`src/rtl/bus_wr_capture.sv`:
```
// bus_wr_capture: synchronises the async CPU bus, qualifies M2 cycles and queues CPU writes as {addr,data}.
// Optional glitch filter on short M2 high phases: define MAP_M2_FILTER_EN (threshold M2_MIN_HI).
module bus_wr_capture #(
  parameter int SYNC_STAGES = 2,
  parameter int SAMPLE_DLY  = 4,
  parameter int M2_MIN_HI   = 6,
  parameter int FIFO_DEPTH  = 4
) (
  input  logic        clk,
  input  logic        rst_n,
  input  logic        map_rst,
  input  logic        m2,
  input  logic        cpu_ce,
  input  logic        cpu_rw,
  input  logic [14:0] cpu_addr,
  input  logic [7:0]  cpu_dat,
  output logic        wr_valid,
  input  logic        wr_ready,
  output logic [15:0] wr_addr,
  output logic [7:0]  wr_dat,
  output logic [4:0]  wr_level,
  output logic        ovf
);
  localparam int BW = 25;
  localparam int AW = $clog2(FIFO_DEPTH);
  localparam logic [AW:0] DEPTH_C = (AW+1)'(FIFO_DEPTH);

  logic [SYNC_STAGES-1:0] m2_sync_q;
  logic [BW-1:0]          bus_sync_q [SYNC_STAGES];
  logic                   m2_s, m2_q;
  logic [BW-1:0]          bus_s;

  assign m2_s  = m2_sync_q[SYNC_STAGES-1];
  assign bus_s = bus_sync_q[SYNC_STAGES-1];

  // M2 chain resets high so a reset inside a high phase never looks like a fresh rise.
  always_ff @(posedge clk or negedge rst_n) begin
    if (!rst_n) begin
      m2_sync_q <= '1;
      m2_q      <= 1'b1;
      for (int i = 0; i < SYNC_STAGES; i++) bus_sync_q[i] <= '0;
    end else begin
      m2_sync_q     <= {m2_sync_q[SYNC_STAGES-2:0], m2};
      m2_q          <= m2_s;
      bus_sync_q[0] <= {cpu_ce, cpu_rw, cpu_addr, cpu_dat};
      for (int i = 1; i < SYNC_STAGES; i++) bus_sync_q[i] <= bus_sync_q[i-1];
    end
  end

  logic [7:0]  hi_cnt_q;
  logic        snap_vld_q, snap_ce_q, snap_rw_q;
  logic [14:0] snap_addr_q;
  logic [7:0]  snap_dat_q;
  logic        rise, fall, filt_ok, push;

  assign rise = m2_s & ~m2_q;
  assign fall = ~m2_s & m2_q;

`ifdef MAP_M2_FILTER_EN
  assign filt_ok = (hi_cnt_q >= 8'(M2_MIN_HI));
`else
  assign filt_ok = 1'b1;
  logic [7:0] unused_min_hi;
  assign unused_min_hi = 8'(M2_MIN_HI);
`endif

  assign push = fall & snap_vld_q & ~snap_rw_q & filt_ok;

  // A zero count means "no rise seen yet": counting only starts from a real rise.
  always_ff @(posedge clk or negedge rst_n) begin
    if (!rst_n) begin
      hi_cnt_q    <= '0;
      snap_vld_q  <= 1'b0;
      snap_ce_q   <= 1'b0;
      snap_rw_q   <= 1'b0;
      snap_addr_q <= '0;
      snap_dat_q  <= '0;
    end else if (map_rst) begin
      hi_cnt_q   <= '0;
      snap_vld_q <= 1'b0;
    end else begin
      if (!m2_s)                                    hi_cnt_q <= '0;
      else if (rise)                                hi_cnt_q <= 8'd1;
      else if (hi_cnt_q != 8'd0 && hi_cnt_q != 8'hFF) hi_cnt_q <= hi_cnt_q + 8'd1;

      if (rise) begin
        snap_vld_q <= 1'b0;
      end else if (m2_s && hi_cnt_q == 8'(SAMPLE_DLY)) begin
        snap_vld_q  <= 1'b1;
        snap_ce_q   <= bus_s[24];
        snap_rw_q   <= bus_s[23];
        snap_addr_q <= bus_s[22:8];
        snap_dat_q  <= bus_s[7:0];
      end else if (fall && !filt_ok) begin
        snap_vld_q <= 1'b0;
      end
    end
  end

  logic [23:0] mem_q [FIFO_DEPTH];
  logic [AW:0] wcnt_q, rcnt_q, rnext, level;
  logic [23:0] head_q, push_dat;
  logic        empty, full, pop, push_ok;

  assign level    = wcnt_q - rcnt_q;
  assign empty    = (level == '0);
  assign full     = (level == DEPTH_C);
  assign pop      = wr_valid & wr_ready;
  assign push_ok  = push & (~full | pop);
  assign push_dat = {~snap_ce_q, snap_addr_q, snap_dat_q};
  assign rnext    = pop ? rcnt_q + 1'b1 : rcnt_q;

  always_ff @(posedge clk) begin
    if (push_ok) mem_q[wcnt_q[AW-1:0]] <= push_dat;
  end

  // Registered head: follows the queue front, holds the last value once the queue drains.
  always_ff @(posedge clk or negedge rst_n) begin
    if (!rst_n) begin
      wcnt_q <= '0;
      rcnt_q <= '0;
      ovf    <= 1'b0;
      head_q <= '0;
    end else if (map_rst) begin
      wcnt_q <= '0;
      rcnt_q <= '0;
      ovf    <= 1'b0;
      head_q <= '0;
    end else begin
      if (push_ok) wcnt_q <= wcnt_q + 1'b1;
      rcnt_q <= rnext;
      if (push && full && !pop) ovf <= 1'b1;
      if ((pop || empty) && (rnext != wcnt_q || push_ok))
        head_q <= (rnext == wcnt_q) ? push_dat : mem_q[rnext[AW-1:0]];
    end
  end

  assign wr_valid = ~empty;
  assign wr_addr  = head_q[23:8];
  assign wr_dat   = head_q[7:0];
  assign wr_level = 5'(level);

endmodule

```
`config.mk`:
```
export PLATFORM = sky130hd
export DESIGN_NAME = bus_wr_capture
export DESIGN_NICKNAME = d
export VERILOG_FILES = /design/src/rtl/bus_wr_capture.sv
export SDC_FILE = /design/constraint.sdc
export NUM_CORES = 1
export LEC_CHECK = 0
export CAP_MARGIN = 10
export CORE_UTILIZATION = 30
export DETAILED_ROUTE_END_ITERATION = 6
export GPL_ROUTABILITY_DRIVEN = 0
export PLACE_DENSITY = 0.54
export SLEW_MARGIN = 20
export SYNTH_ARGS = -nofsm -noshare
export SYNTH_HDL_FRONTEND = slang
export SYNTH_SLANG_ARGS = --single-unit
```
`constraint.sdc`:
```
create_clock -name clk -period 2.6 [get_ports clk]
set_input_delay 0.52 -clock clk [delete_from_list [all_inputs] [get_ports clk]]
set_output_delay 0.52 -clock clk [all_outputs]
set_load 0.01 [all_outputs]
```
==> run metrics <==
Via density=4.96; clock sink count=214; die width=174 µm; CP startpoint kind=flop; final period utilization=1.07; clock slew at reported path FFs=60 ps; critical path class=reg -> reg; Int Pwr=7.15 mW; fraction of registers with async set/reset=0.551; Via Count=5198; RSZ-0062 raised after global routing=yes; Synth area leader=edfxtp_1; Cells after Synth=541; CTS tree=done; pwr dens=898 nW/µm²; Port Buffers=58; # setup viols final=26; Lkg Pwr=4.52 nW; Hold Buf Count CTS=0; fill count=2675; post-synthesis sequential area ratio=0.655; Seq pwr share=0.384; synthesized cell area=8910 µm²; GRT met1 Usage=0.177; Avg Cell Area, Syn=16.5 µm²; Worst VDD drop=0.000477 V; Main synth FF type=dfrtp_1; worst endpoint required time=2970 ps; most used routing layer in global routing=met2; Switch Pwr=3.07 mW; PnR worst setup slack=-190 ps; CP Data Arrival Time=3160 ps; share of cells above drive strength 1=0.309; Max Slew Vio Count=0; clk_lat worst skew=500 ps; drc violations=0; Least-Margin Pin Slew=671 ps; met2 usage=0.236; drt initial violations=295; CP max FO=5; final core utilization=0.393; Clock Skew=9.44 ps; Core Footprint=28900 µm²; number of global-route vias before repair=5573; Layout area overhead=27.7%; row cnt=62; Total Wirelength=20900 µm; status=finished, violations left; GR Layer Usage met3=0.0256; Post-synth EDFFs=96; drt wl/cell=19.9 µm; ANT nets after route=0; ant diodes=0; Initial Util=0.308; fin nets=687; I/O pin total=61; Netlist cell types=49; clock root buffer=clkbuf_16; largest net degree at the start of global routing=119; Vert. Die Dim=174 µm; Num CTS Buffers=23; Hold Path Class=in -> async; combinational cell fraction of total power=0.317; Syn. warnings=0; sw frac=0.300; flops & latches, synth=214; initial antenna violation count=0; Tmin final=2790 ps; first-pass GRT wire length=32200 µm; clk buf depth=3; WHS=120 ps; Area contributors post-synth=edfxtp_1, dfrtp_1, mux4_2, mux2_2, a221oi_1; die area=30400 µm²; failing checks=negative setup slack; max frequency=358 MHz; H-Tree Depth=1; post-DP HPWL=12000 µm; post-synth top area share=0.323; First-pass DRT Iterations=6; max-cap violations=0; Slew Limit Headroom=0.553; gr ovfl total=0; Hold Violations, Final=0; clock network fraction of total power=0.299; Total Routing Usage GR=0.138; Crit. End Element=flop
-- synth_stat cells (all sizes together) (3+ instances only) --
library cell,n
nor3,24
nand2b,3
xnor2,8
inv,34
dfrtp,115
mux2,26
and2,5
nor2b,23
mux4,48
clkbuf,21
o32ai,24
mux2i,4
nor2,17
buf,16
edfxtp,96
nand3,6
nand2,3
ha,8
a221oi,24
dfstp,3
xor2,6
-- stage by stage --
step	area [µm²]	instances	setup WS [ps]	TNS, ps	total power [mW]
floorplan	8940	542	-209	-4500	5.42
global placement	10300	989	-61.8	-1420	6.57
detailed placement	10300	989	-172	-3050	6.60
CTS	11200	1041	-240	-4500	10.1
global route	11400	1048	-262	-5700	10.7
finish	11400	1048	-190	-3580	10.2
-- routing by layer --
metal / up-vias / share of wire
met4: 0 / 0.021
met1: 2705 / 0.42
met2: 152 / 0.50
met5: - / 0
met3: 33 / 0.061
li1: 2308 / -
-- registers in the layout, indices dropped and copies added, names as in the netlist --
signal and flops:
wcnt_q 3, snap_vld_q 1, snap_dat_q 8, ovf 1
head_q 24, snap_rw_q 1, m2_q 1, snap_addr_q 15
bus_sync_q 25, mem_q 96, m2_sync_q 2, rcnt_q 3
snap_ce_q 1, hi_cnt_q 8, bus_s 25
-- cells in the final DEF (no fill, tap or decap), drive strengths merged, types with 3 or more instances in the layout --
| master | count |
|---|---|
| nor2 | 17 |
| mux2i | 4 |
| clkdlybuf4s50 | 54 |
| o41a | 3 |
| a221oi | 24 |
| mux2 | 26 |
| xor2 | 6 |
| dfrtp | 115 |
| dfstp | 3 |
| mux4 | 48 |
| o32ai | 24 |
| nor3 | 24 |
| inv | 34 |
| nand3 | 6 |
| ha | 8 |
| nand2 | 3 |
| clkbuf | 31 |
| nand2b | 3 |
| nor2b | 23 |
| buf | 56 |
| and2 | 5 |
| edfxtp | 96 |
| clkinv | 12 |
| xnor2 | 8 |
-- worst paths after layout --
path                                 from             end  slack (ps)  cells past startpoint
setup / recovery                rcnt_q[0]      head_q[23]        -190                     10
hold / removal                      rst_n  bus_sync_q[39]         120                      2
setup reg to reg                rcnt_q[0]      head_q[23]        -190                     10
hold reg to reg            bus_sync_q[29]        bus_s[4]         350                      0
max in group asynchronous           rst_n       rcnt_q[0]        1980                      2
min in group clk           bus_sync_q[29]        bus_s[4]         350                      0
-- area by class of cell --
class | count | area, µm² | share of cell area
Clock buffer | 27 | 612 | 0.0538
Clock inverter | 14 | 90.1 | 0.00792
Inverter | 34 | 128 | 0.0112
Multi-Input combinational cell | 259 | 2960 | 0.260
Sequential cell | 214 | 5840 | 0.513
Tap cell | 384 | 480 | 0.0422
Timing Repair Buffer | 116 | 1270 | 0.112
-- power by group through the flow --
stage / Clock [mW] / Sequential (mW) / Combinational [mW]
final: 3.05 / 3.92 / 3.25
after global routing: 3.28 / 3.96 / 3.46
after CTS: 3.14 / 3.94 / 2.98
after detailed placement: 0 / 4.00 / 2.61
after global placement: 0 / 4.00 / 2.57
after floorplan: 0 / 4.00 / 1.42
-- critical path, stage by stage, from the launching register on --
cell and delay [ps]:
dfrtp_2 420, ha_4 160, fa_2 350, xor3_2 260, buf_6 140, o31ai_4 200, mux2_4 380, o311ai_4 270
buf_6 150, bufbuf_16 250, o32ai_1 80
-- what timing repair did --
item | 4_1_cts | 5_1_grt
buffers inserted | 6 | 5
pin swaps | 0 | 7
resized for setup | 19 | 18
cloned | 5 | 2
setup endpoints to repair | 27 | 27
-- cells by family (layout without fill, tap and decap cells) --
logic type / Yosys count / in the layout / share of synthesized area
fa+ha+maj: 9 / 9 / 0.0135
flops: 214 / 214 / 0.655
buf+inv: 71 / 191 / 0.0348
compound gates: 62 / 64 / 0.0654
xor+xnor: 15 / 15 / 0.0166
simple gates: 91 / 91 / 0.0550
mux: 78 / 78 / 0.159
other cells: 1 / 2 / 0.000421
(Power assumes the default switching activity.)
